$ cat src/rtl/punc_control_if.sv
// Control/status bundle between the PUnC controller (master) and the LC3 datapath (slave).
// Carries IR and condition codes up; every select, load and write-enable down.
interface punc_control_if;
  logic [15:0] ir;
  logic        n_flag;
  logic        z_flag;
  logic        p_flag;
  logic [15:0] pc_clr_val;
  logic        pc_ld;
  logic        pc_data_sel;
  logic        pc_add_sel;
  logic        pc_inc;
  logic        ir_ld;
  logic [1:0]  mem_addr_sel;
  logic        mem_w_en;
  logic        store_ld;
  logic [2:0]  rf_r_addr_0;
  logic [2:0]  rf_r_addr_1;
  logic [2:0]  rf_w_addr;
  logic        rf_w_en;
  logic [1:0]  rf_w_sel;
  logic        alu_a_sel;
  logic        alu_b_sel;
  logic        sext_sel;
  logic [1:0]  alu_op;
  logic        nzp_ld;
  logic        nzp_sel;
  logic        halted;
  logic [2:0]  state_debug;

  modport master (
    input  ir, n_flag, z_flag, p_flag,
    output pc_clr_val, pc_ld, pc_data_sel, pc_add_sel, pc_inc, ir_ld,
           mem_addr_sel, mem_w_en, store_ld,
           rf_r_addr_0, rf_r_addr_1, rf_w_addr, rf_w_en, rf_w_sel,
           alu_a_sel, alu_b_sel, sext_sel, alu_op, nzp_ld, nzp_sel,
           halted, state_debug
  );

  modport slave (
    output ir, n_flag, z_flag, p_flag,
    input  pc_clr_val, pc_ld, pc_data_sel, pc_add_sel, pc_inc, ir_ld,
           mem_addr_sel, mem_w_en, store_ld,
           rf_r_addr_0, rf_r_addr_1, rf_w_addr, rf_w_en, rf_w_sel,
           alu_a_sel, alu_b_sel, sext_sel, alu_op, nzp_ld, nzp_sel,
           halted, state_debug
  );
endinterface

$ cat src/rtl/punc_control.sv
// PUnC LC3 control FSM: FETCH/DECODE/EXEC[/EXEC2] per instruction, HALT is sticky until reset.
// Latency: 3 cycles per instruction, 4 for LDI/STI; outputs are combinational from state+IR.
// No backpressure; PUNC_ILLEGAL_HALT_EN makes opcodes 1000/1101 halt instead of acting as NOP.
module punc_control #(
  parameter logic [15:0] RESET_PC = 16'h0000
) (
  input  logic                 clk,
  input  logic                 rst,
  punc_control_if.master       ctl
);

  typedef enum logic [2:0] {
    S_FETCH  = 3'd0,
    S_DECODE = 3'd1,
    S_EXEC   = 3'd2,
    S_EXEC2  = 3'd3,
    S_HALT   = 3'd4
  } state_t;

  localparam logic [3:0] OP_BR   = 4'b0000;
  localparam logic [3:0] OP_ADD  = 4'b0001;
  localparam logic [3:0] OP_LD   = 4'b0010;
  localparam logic [3:0] OP_ST   = 4'b0011;
  localparam logic [3:0] OP_JSR  = 4'b0100;
  localparam logic [3:0] OP_AND  = 4'b0101;
  localparam logic [3:0] OP_LDR  = 4'b0110;
  localparam logic [3:0] OP_STR  = 4'b0111;
  localparam logic [3:0] OP_NOT  = 4'b1001;
  localparam logic [3:0] OP_LDI  = 4'b1010;
  localparam logic [3:0] OP_STI  = 4'b1011;
  localparam logic [3:0] OP_JMP  = 4'b1100;
  localparam logic [3:0] OP_LEA  = 4'b1110;
  localparam logic [3:0] OP_TRAP = 4'b1111;

  localparam logic [1:0] MEM_PC    = 2'd0;
  localparam logic [1:0] MEM_ALU   = 2'd1;
  localparam logic [1:0] MEM_PCADD = 2'd2;
  localparam logic [1:0] MEM_STORE = 2'd3;

  localparam logic [1:0] RFW_PC    = 2'd0;
  localparam logic [1:0] RFW_MEM   = 2'd1;
  localparam logic [1:0] RFW_ALU   = 2'd2;
  localparam logic [1:0] RFW_PCADD = 2'd3;

  localparam logic [1:0] ALU_ADD   = 2'b00;
  localparam logic [1:0] ALU_AND   = 2'b01;
  localparam logic [1:0] ALU_PASSA = 2'b10;
  localparam logic [1:0] ALU_NOT   = 2'b11;

  state_t     r_state;
  state_t     w_next;

  logic [3:0] w_op;
  logic [2:0] w_dr;
  logic [2:0] w_base;
  logic       w_br_taken;
  logic       w_unused;

  logic       w_pc_ld;
  logic       w_pc_data_sel;
  logic       w_pc_add_sel;
  logic       w_pc_inc;
  logic       w_ir_ld;
  logic [1:0] w_mem_addr_sel;
  logic       w_mem_w_en;
  logic       w_store_ld;
  logic [2:0] w_rf_r_addr_0;
  logic [2:0] w_rf_r_addr_1;
  logic [2:0] w_rf_w_addr;
  logic       w_rf_w_en;
  logic [1:0] w_rf_w_sel;
  logic       w_alu_a_sel;
  logic       w_alu_b_sel;
  logic       w_sext_sel;
  logic [1:0] w_alu_op;
  logic       w_nzp_ld;
  logic       w_nzp_sel;

  assign w_op       = ctl.ir[15:12];
  assign w_dr       = ctl.ir[11:9];
  assign w_base     = ctl.ir[8:6];
  assign w_br_taken = (ctl.ir[11] & ctl.n_flag) | (ctl.ir[10] & ctl.z_flag) |
                      (ctl.ir[9] & ctl.p_flag);
  assign w_unused   = ^ctl.ir[4:3];

  always_ff @(posedge clk or negedge rst) begin
    if (!rst) begin
      r_state <= S_FETCH;
    end else begin
      r_state <= w_next;
    end
  end

  always_comb begin
    w_next         = r_state;
    w_pc_ld        = 1'b0;
    w_pc_data_sel  = 1'b0;
    w_pc_add_sel   = 1'b0;
    w_pc_inc       = 1'b0;
    w_ir_ld        = 1'b0;
    w_mem_addr_sel = MEM_PC;
    w_mem_w_en     = 1'b0;
    w_store_ld     = 1'b0;
    w_rf_r_addr_0  = 3'd0;
    w_rf_r_addr_1  = 3'd0;
    w_rf_w_addr    = 3'd0;
    w_rf_w_en      = 1'b0;
    w_rf_w_sel     = RFW_PC;
    w_alu_a_sel    = 1'b0;
    w_alu_b_sel    = 1'b0;
    w_sext_sel     = 1'b0;
    w_alu_op       = ALU_ADD;
    w_nzp_ld       = 1'b0;
    w_nzp_sel      = 1'b0;

    case (r_state)
      S_FETCH: begin
        w_mem_addr_sel = MEM_PC;
        w_ir_ld        = 1'b1;
        w_pc_inc       = 1'b1;
        w_next         = S_DECODE;
      end

      S_DECODE: begin
        w_next = S_EXEC;
        if (w_op == OP_TRAP) begin
          w_next = S_HALT;
        end
`ifdef PUNC_ILLEGAL_HALT_EN
        if (w_op == 4'b1000 || w_op == 4'b1101) begin
          w_next = S_HALT;
        end
`endif
      end

      S_EXEC: begin
        w_next = S_FETCH;
        case (w_op)
          OP_ADD, OP_AND, OP_NOT: begin
            w_rf_r_addr_0 = w_base;
            w_alu_a_sel   = 1'b1;
            w_alu_op      = (w_op == OP_ADD) ? ALU_ADD :
                            (w_op == OP_AND) ? ALU_AND : ALU_NOT;
            if (ctl.ir[5]) begin
              w_alu_b_sel = 1'b1;
              w_sext_sel  = 1'b0;
            end else begin
              w_alu_b_sel   = 1'b0;
              w_rf_r_addr_1 = ctl.ir[2:0];
            end
            w_rf_w_sel  = RFW_ALU;
            w_rf_w_addr = w_dr;
            w_rf_w_en   = 1'b1;
            w_nzp_sel   = 1'b0;
            w_nzp_ld    = 1'b1;
          end

          OP_BR: begin
            w_pc_add_sel  = 1'b0;
            w_pc_data_sel = 1'b0;
            w_pc_ld       = w_br_taken;
          end

          OP_JMP: begin
            w_rf_r_addr_0 = w_base;
            w_alu_a_sel   = 1'b1;
            w_alu_op      = ALU_PASSA;
            w_pc_data_sel = 1'b1;
            w_pc_ld       = 1'b1;
          end

          // R7 is written on the same edge PC loads, so a JSRR R7 target reads the old R7.
          OP_JSR: begin
            w_rf_w_addr = 3'd7;
            w_rf_w_sel  = RFW_PC;
            w_rf_w_en   = 1'b1;
            w_pc_ld     = 1'b1;
            if (ctl.ir[11]) begin
              w_pc_add_sel  = 1'b1;
              w_pc_data_sel = 1'b0;
            end else begin
              w_rf_r_addr_0 = w_base;
              w_alu_a_sel   = 1'b1;
              w_alu_op      = ALU_PASSA;
              w_pc_data_sel = 1'b1;
            end
          end

          OP_LD: begin
            w_mem_addr_sel = MEM_PCADD;
            w_pc_add_sel   = 1'b0;
            w_rf_w_sel     = RFW_MEM;
            w_rf_w_addr    = w_dr;
            w_rf_w_en      = 1'b1;
            w_nzp_sel      = 1'b1;
            w_nzp_ld       = 1'b1;
          end

          OP_LDR: begin
            w_rf_r_addr_0  = w_base;
            w_alu_a_sel    = 1'b1;
            w_alu_b_sel    = 1'b1;
            w_sext_sel     = 1'b1;
            w_alu_op       = ALU_ADD;
            w_mem_addr_sel = MEM_ALU;
            w_rf_w_sel     = RFW_MEM;
            w_rf_w_addr    = w_dr;
            w_rf_w_en      = 1'b1;
            w_nzp_sel      = 1'b1;
            w_nzp_ld       = 1'b1;
          end

          OP_LEA: begin
            w_pc_add_sel = 1'b0;
            w_rf_w_sel   = RFW_PCADD;
            w_rf_w_addr  = w_dr;
            w_rf_w_en    = 1'b1;
          end

          OP_ST: begin
            w_mem_addr_sel = MEM_PCADD;
            w_pc_add_sel   = 1'b0;
            w_rf_r_addr_1  = w_dr;
            w_mem_w_en     = 1'b1;
          end

          OP_STR: begin
            w_rf_r_addr_0  = w_base;
            w_alu_a_sel    = 1'b1;
            w_alu_b_sel    = 1'b1;
            w_sext_sel     = 1'b1;
            w_alu_op       = ALU_ADD;
            w_mem_addr_sel = MEM_ALU;
            w_rf_r_addr_1  = w_dr;
            w_mem_w_en     = 1'b1;
          end

          // Fetch the pointer into the store reg; the indirect access happens in EXEC2.
          OP_LDI, OP_STI: begin
            w_mem_addr_sel = MEM_PCADD;
            w_pc_add_sel   = 1'b0;
            w_store_ld     = 1'b1;
            w_next         = S_EXEC2;
          end

          default: begin
          end
        endcase
      end

      S_EXEC2: begin
        w_next         = S_FETCH;
        w_mem_addr_sel = MEM_STORE;
        if (w_op == OP_LDI) begin
          w_rf_w_sel  = RFW_MEM;
          w_rf_w_addr = w_dr;
          w_rf_w_en   = 1'b1;
          w_nzp_sel   = 1'b1;
          w_nzp_ld    = 1'b1;
        end else if (w_op == OP_STI) begin
          w_rf_r_addr_1 = w_dr;
          w_mem_w_en    = 1'b1;
        end
      end

      S_HALT: begin
        w_next = S_HALT;
      end

      default: begin
        w_next = S_FETCH;
      end
    endcase
  end

  // Enables are gated by rst so nothing commits while reset is held.
  assign ctl.pc_clr_val   = RESET_PC;
  assign ctl.pc_ld        = w_pc_ld    & rst;
  assign ctl.pc_inc       = w_pc_inc   & rst;
  assign ctl.ir_ld        = w_ir_ld    & rst;
  assign ctl.mem_w_en     = w_mem_w_en & rst;
  assign ctl.store_ld     = w_store_ld & rst;
  assign ctl.rf_w_en      = w_rf_w_en  & rst;
  assign ctl.nzp_ld       = w_nzp_ld   & rst;
  assign ctl.pc_data_sel  = w_pc_data_sel;
  assign ctl.pc_add_sel   = w_pc_add_sel;
  assign ctl.mem_addr_sel = w_mem_addr_sel;
  assign ctl.rf_r_addr_0  = w_rf_r_addr_0;
  assign ctl.rf_r_addr_1  = w_rf_r_addr_1;
  assign ctl.rf_w_addr    = w_rf_w_addr;
  assign ctl.rf_w_sel     = w_rf_w_sel;
  assign ctl.alu_a_sel    = w_alu_a_sel;
  assign ctl.alu_b_sel    = w_alu_b_sel;
  assign ctl.sext_sel     = w_sext_sel;
  assign ctl.alu_op       = w_alu_op;
  assign ctl.nzp_sel      = w_nzp_sel;
  assign ctl.halted       = (r_state == S_HALT) & rst;
  assign ctl.state_debug  = r_state;

endmodule

$ cat src/flat_wrapper.sv
// flat-port wrapper written by rule: the top's interface ports become plain ports
module punc_control_flat 
#(
  parameter logic [15:0] RESET_PC = 16'h0000
)
  (clk, rst, ctl_ir, ctl_n_flag, ctl_z_flag, ctl_p_flag, ctl_pc_clr_val, ctl_pc_ld, ctl_pc_data_sel, ctl_pc_add_sel, ctl_pc_inc, ctl_ir_ld, ctl_mem_addr_sel, ctl_mem_w_en, ctl_store_ld, ctl_rf_r_addr_0, ctl_rf_r_addr_1, ctl_rf_w_addr, ctl_rf_w_en, ctl_rf_w_sel, ctl_alu_a_sel, ctl_alu_b_sel, ctl_sext_sel, ctl_alu_op, ctl_nzp_ld, ctl_nzp_sel, ctl_halted, ctl_state_debug);
  punc_control_if ctl_i ();
  input  logic clk;
  input  logic rst;
  input wire logic [$bits(ctl_i.ir)-1:0] ctl_ir;
  input wire logic [$bits(ctl_i.n_flag)-1:0] ctl_n_flag;
  input wire logic [$bits(ctl_i.z_flag)-1:0] ctl_z_flag;
  input wire logic [$bits(ctl_i.p_flag)-1:0] ctl_p_flag;
  output wire logic [$bits(ctl_i.pc_clr_val)-1:0] ctl_pc_clr_val;
  output wire logic [$bits(ctl_i.pc_ld)-1:0] ctl_pc_ld;
  output wire logic [$bits(ctl_i.pc_data_sel)-1:0] ctl_pc_data_sel;
  output wire logic [$bits(ctl_i.pc_add_sel)-1:0] ctl_pc_add_sel;
  output wire logic [$bits(ctl_i.pc_inc)-1:0] ctl_pc_inc;
  output wire logic [$bits(ctl_i.ir_ld)-1:0] ctl_ir_ld;
  output wire logic [$bits(ctl_i.mem_addr_sel)-1:0] ctl_mem_addr_sel;
  output wire logic [$bits(ctl_i.mem_w_en)-1:0] ctl_mem_w_en;
  output wire logic [$bits(ctl_i.store_ld)-1:0] ctl_store_ld;
  output wire logic [$bits(ctl_i.rf_r_addr_0)-1:0] ctl_rf_r_addr_0;
  output wire logic [$bits(ctl_i.rf_r_addr_1)-1:0] ctl_rf_r_addr_1;
  output wire logic [$bits(ctl_i.rf_w_addr)-1:0] ctl_rf_w_addr;
  output wire logic [$bits(ctl_i.rf_w_en)-1:0] ctl_rf_w_en;
  output wire logic [$bits(ctl_i.rf_w_sel)-1:0] ctl_rf_w_sel;
  output wire logic [$bits(ctl_i.alu_a_sel)-1:0] ctl_alu_a_sel;
  output wire logic [$bits(ctl_i.alu_b_sel)-1:0] ctl_alu_b_sel;
  output wire logic [$bits(ctl_i.sext_sel)-1:0] ctl_sext_sel;
  output wire logic [$bits(ctl_i.alu_op)-1:0] ctl_alu_op;
  output wire logic [$bits(ctl_i.nzp_ld)-1:0] ctl_nzp_ld;
  output wire logic [$bits(ctl_i.nzp_sel)-1:0] ctl_nzp_sel;
  output wire logic [$bits(ctl_i.halted)-1:0] ctl_halted;
  output wire logic [$bits(ctl_i.state_debug)-1:0] ctl_state_debug;
  assign ctl_i.ir = ctl_ir;
  assign ctl_i.n_flag = ctl_n_flag;
  assign ctl_i.z_flag = ctl_z_flag;
  assign ctl_i.p_flag = ctl_p_flag;
  assign ctl_pc_clr_val = ctl_i.pc_clr_val;
  assign ctl_pc_ld = ctl_i.pc_ld;
  assign ctl_pc_data_sel = ctl_i.pc_data_sel;
  assign ctl_pc_add_sel = ctl_i.pc_add_sel;
  assign ctl_pc_inc = ctl_i.pc_inc;
  assign ctl_ir_ld = ctl_i.ir_ld;
  assign ctl_mem_addr_sel = ctl_i.mem_addr_sel;
  assign ctl_mem_w_en = ctl_i.mem_w_en;
  assign ctl_store_ld = ctl_i.store_ld;
  assign ctl_rf_r_addr_0 = ctl_i.rf_r_addr_0;
  assign ctl_rf_r_addr_1 = ctl_i.rf_r_addr_1;
  assign ctl_rf_w_addr = ctl_i.rf_w_addr;
  assign ctl_rf_w_en = ctl_i.rf_w_en;
  assign ctl_rf_w_sel = ctl_i.rf_w_sel;
  assign ctl_alu_a_sel = ctl_i.alu_a_sel;
  assign ctl_alu_b_sel = ctl_i.alu_b_sel;
  assign ctl_sext_sel = ctl_i.sext_sel;
  assign ctl_alu_op = ctl_i.alu_op;
  assign ctl_nzp_ld = ctl_i.nzp_ld;
  assign ctl_nzp_sel = ctl_i.nzp_sel;
  assign ctl_halted = ctl_i.halted;
  assign ctl_state_debug = ctl_i.state_debug;
  punc_control #(.RESET_PC(RESET_PC)) u_core (.clk(clk), .rst(rst), .ctl(ctl_i));
endmodule
$ cat config.mk
export PLATFORM = sky130hd
export DESIGN_NAME = punc_control_flat
export DESIGN_NICKNAME = d
export VERILOG_FILES = /design/src/rtl/punc_control_if.sv /design/src/rtl/punc_control.sv /design/src/flat_wrapper.sv
export SDC_FILE = /design/constraint.sdc
export NUM_CORES = 1
export LEC_CHECK = 0
export BUFFER_PORTS_ARGS = -buffer_cell sky130_fd_sc_hd__buf_2
export CORE_MARGIN = 5
export CORE_UTILIZATION = 38
export CTS_CLUSTER_SIZE = 12
export DETAILED_ROUTE_END_ITERATION = 10
export PLACE_DENSITY = 0.8
export SLEW_MARGIN = 5
export SYNTH_ARGS = -nofsm -noshare
export SYNTH_HDL_FRONTEND = slang
export SYNTH_SLANG_ARGS = --single-unit
$ cat constraint.sdc
create_clock -name clk -period 2 [get_ports clk]
set_input_delay 0.4 -clock clk [delete_from_list [all_inputs] [get_ports clk]]
set_output_delay 0.4 -clock clk [all_outputs]
set_load 0.01 [all_outputs]
==> results.py <==
metrics = {
    "place": {
        "io_buffers": 50,
        "gp_congestion": 0.895,
        "dpl.hpwl_um": 2330,
    },
    "logic_synthesis": {
        "synth_cell_types": 44,
        "ys_top_cells_by_area": "buf_4, dfrtp_1, a21oi_1",
        "yosys.area.top_type": "buf_4",
        "synth_seq_area_share_pct": 9.32,
        "synth_edf_count": 0,
        "ys_ff_latch": 3,
        "syn_avg_cell_area_um2": 7.01,
        "syn_inst": 115,
        "synth_top_area_share_pct": 15.8,
        "ys.flop_type": "dfrtp_1",
        "ys_warn_count": 0,
        "synthArstFlopShare_pct": 100,
        "syn_area_um2": 806,
    },
    "global_routing": {
        "grt_max_degree": 17,
        "grt_pass1_wl_um": 4770,
        "grt_pass1_vias": 1100,
        "antenna_found_initial": 0,
        "track_usage_pct": 18.0,
        "grt.overflow.total": 0,
    },
    "clocking": {
        "htree_levels": 1,
        "cts_buffer_depth": 2,
        "cts-root-buf": "clkbuf_4",
        "cts_made_buffers": 3,
        "cts.sinks": 3,
        "clkTransAtPathRegs_ns": 0.03,
        "cts_tree": "done",
        "insertion_delay_ns": 0.23,
    },
    "floorplan": {
        "rows": 16,
        "initial_core_util_pct": 40.7,
        "die_x_um": 56.1,
        "die_h_um": 56.1,
        "io_pins": 69,
        "coreArea_mm2": 0.00198,
        "dieArea_mm2": 0.00314,
    },
    "pwr": {
        "p_leak_nw": 0.672,
        "power_mw": 0.990,
        "vdd_drop_max_v": 0.000513,
        "power_density_mw_per_mm2": 759,
    },
    "final_layout": {
        "diodes": 0,
        "nets": 201,
        "largest_register_ffs": 3,
        "utilization_pct": 65.8,
        "final_common_cell": "buf_2",
        "layout_common_cells": "buf_2, buf_4, conb_1",
        "drive_above_1_share_pct": 55.9,
        "syn2layout_area_growth_pct": 62.0,
    },
    "sta": {
        "min_period_over_period_pct": 114,
        "setup_viol": 15,
        "slew_violations": 0,
        "setup_ws_ns": -0.282,
        "hold_violations": 0,
        "fin_skew_ns": 0.000123,
        "fmax_mhz": 438,
        "rsz0062_at_grt": "yes",
        "whs_ns": 0.163,
        "fin_crit_ns": 2.28,
    },
    "detailed_routing": {
        "dr_total_vias": 1151,
        "drc_errors": 0,
        "dr.pass1.iters": 4,
        "ant_nets": 0,
        "drt-total-wl_um": 3230,
        "wl_per_cell_um": 15.7,
        "drt_iter0_drc": 56,
        "vias_per_cell": 5.59,
    },
    "critical_path": {
        "critPathKind": "flop to primary output",
        "r2r_end": "u_core.ctl.state_debug[1]",
        "reg2reg_depth": 6,
        "critical_path.top_delay_family": "simple AND/OR/NAND/NOR gates",
        "max_stage_delay_ns": 0.54,
        "r2r_slack_ns": 0.58,
        "arrival_ns": 1.88,
        "crit_chain": "or4b_4 -> nor4_2 -> a32o_1 -> buf_2",
        "start_kind": "flop",
        "worst-path-buf-inv": 1,
        "crit_slowest_cell": "or4b_4",
        "critPathMaxFanout": 3,
        "end_kind": "primary output",
        "critical_path_required_ns": 1.60,
        "reg2reg_from": "u_core.ctl.state_debug[0]",
    },
    "run_status": {
        "violations": "setup timing",
        "status": "complete, but fails checks",
    },
    "worst_hold_path": {
        "hold_path_class": "primary input to async pin",
    },
    "job": {
        "maxCapViolations": 0,
    },
}
stage by stage:
step / area [um2] / TNS [ns] / worst slack [ns] / cells
CTS: 1220 / -2.39 / -0.224 / 204
floorplan: 875 / -0.359 / -0.0668 / 130
detailed placement: 1120 / -1.19 / -0.145 / 198
finish: 1310 / -2.78 / -0.282 / 206
global route: 1310 / -3.85 / -0.335 / 206
global placement: 1120 / -0.640 / -0.114 / 198
Yosys cell counts, types with 2 or more instances:
| master | count |
|---|---|
| o21ai_0 | 2 |
| nand3b_1 | 2 |
| nor4b_1 | 2 |
| a211oi_1 | 3 |
| a31oi_1 | 7 |
| and4_1 | 2 |
| and3_1 | 2 |
| nand3_1 | 5 |
| nor2_1 | 5 |
| nor3_1 | 4 |
| dfrtp_1 | 3 |
| nand2b_1 | 6 |
| a21oi_1 | 9 |
| clkbuf_1 | 7 |
| a22o_1 | 2 |
| nand2_1 | 4 |
| inv_1 | 2 |
| nor2b_1 | 4 |
| buf_4 | 17 |
| nor3b_1 | 3 |
logic make-up after synthesis:
kind of cell / synth area share [%]
AND/OR/NAND/NOR: 39.4
AO/OA/AOI/OAI: 26.7
buffers and inverters: 23.0
flip-flops: 9.32
XOR/XNOR: 1.09
other: 0.465
area by class of cell:
cell class	instances	area, um2
Fill cell	147	677
Timing Repair Buffer	72	442
Multi-Input combinational cell	97	717
Inverter	3	11.3
Sequential cell	3	75.1
Clock buffer	4	26.3
Tap cell	27	33.8
report_power, final:
part | total [mW] | leakage, nW | switching, mW | internal (mW)
logic | 0.791 | 0.619 | 0.413 | 0.378
registers | 0.0960 | 0.0384 | 0.0130 | 0.0830
clock network | 0.103 | 0.0150 | 0.0282 | 0.0746
total | 0.990 | 0.672 | 0.454 | 0.536
how the worst max path moves through the flow:
stage                                     to  cells past startpoint  slack [ns]                       from
after CTS                 ctl_rf_r_addr_0[0]                      5       -0.22  u_core.ctl.state_debug[0]
after global placement      ctl_rf_w_addr[2]                      5       -0.11                 ctl_ir[13]
after floorplan           ctl_rf_r_addr_0[0]                      4       -0.07  u_core.ctl.state_debug[2]
final                     ctl_rf_r_addr_1[1]                      4       -0.28  u_core.ctl.state_debug[0]
after detailed placement         ctl_rf_w_en                      5       -0.14                 ctl_ir[13]
after global routing      ctl_rf_r_addr_1[1]                      4       -0.33  u_core.ctl.state_debug[0]
timing repair:
| item | CTS | global route |
|---|---|---|
| setup buffers | 1 | 2 |
| hold endpoints to repair | 3 | 0 |
| setup endpoints to repair | 22 | 25 |
| resized for setup | 14 | 17 |
| hold buffers | 1 | 0 |
| pin swaps | 6 | 7 |
worst reg2reg max path, delay by kind of cell, from the launching register on:
kind | cells | cell delay (ns)
flops | 1 | 0.37
compound gates | 2 | 0.36
buf+inv | 3 | 0.43
simple gates | 1 | 0.18
layer usage:
| layer | track usage, % | up-vias | part of all wire, % |
|---|---|---|---|
| li1 | - | 526 | - |
| met4 | 7.12 | 0 | 2.4 |
| met2 | 33.6 | 75 | 52 |
| met5 | 0 | - | 0 |
| met1 | 17.7 | 539 | 35 |
| met3 | 6.96 | 11 | 10 |
Power figures use the tool's default switching activity.
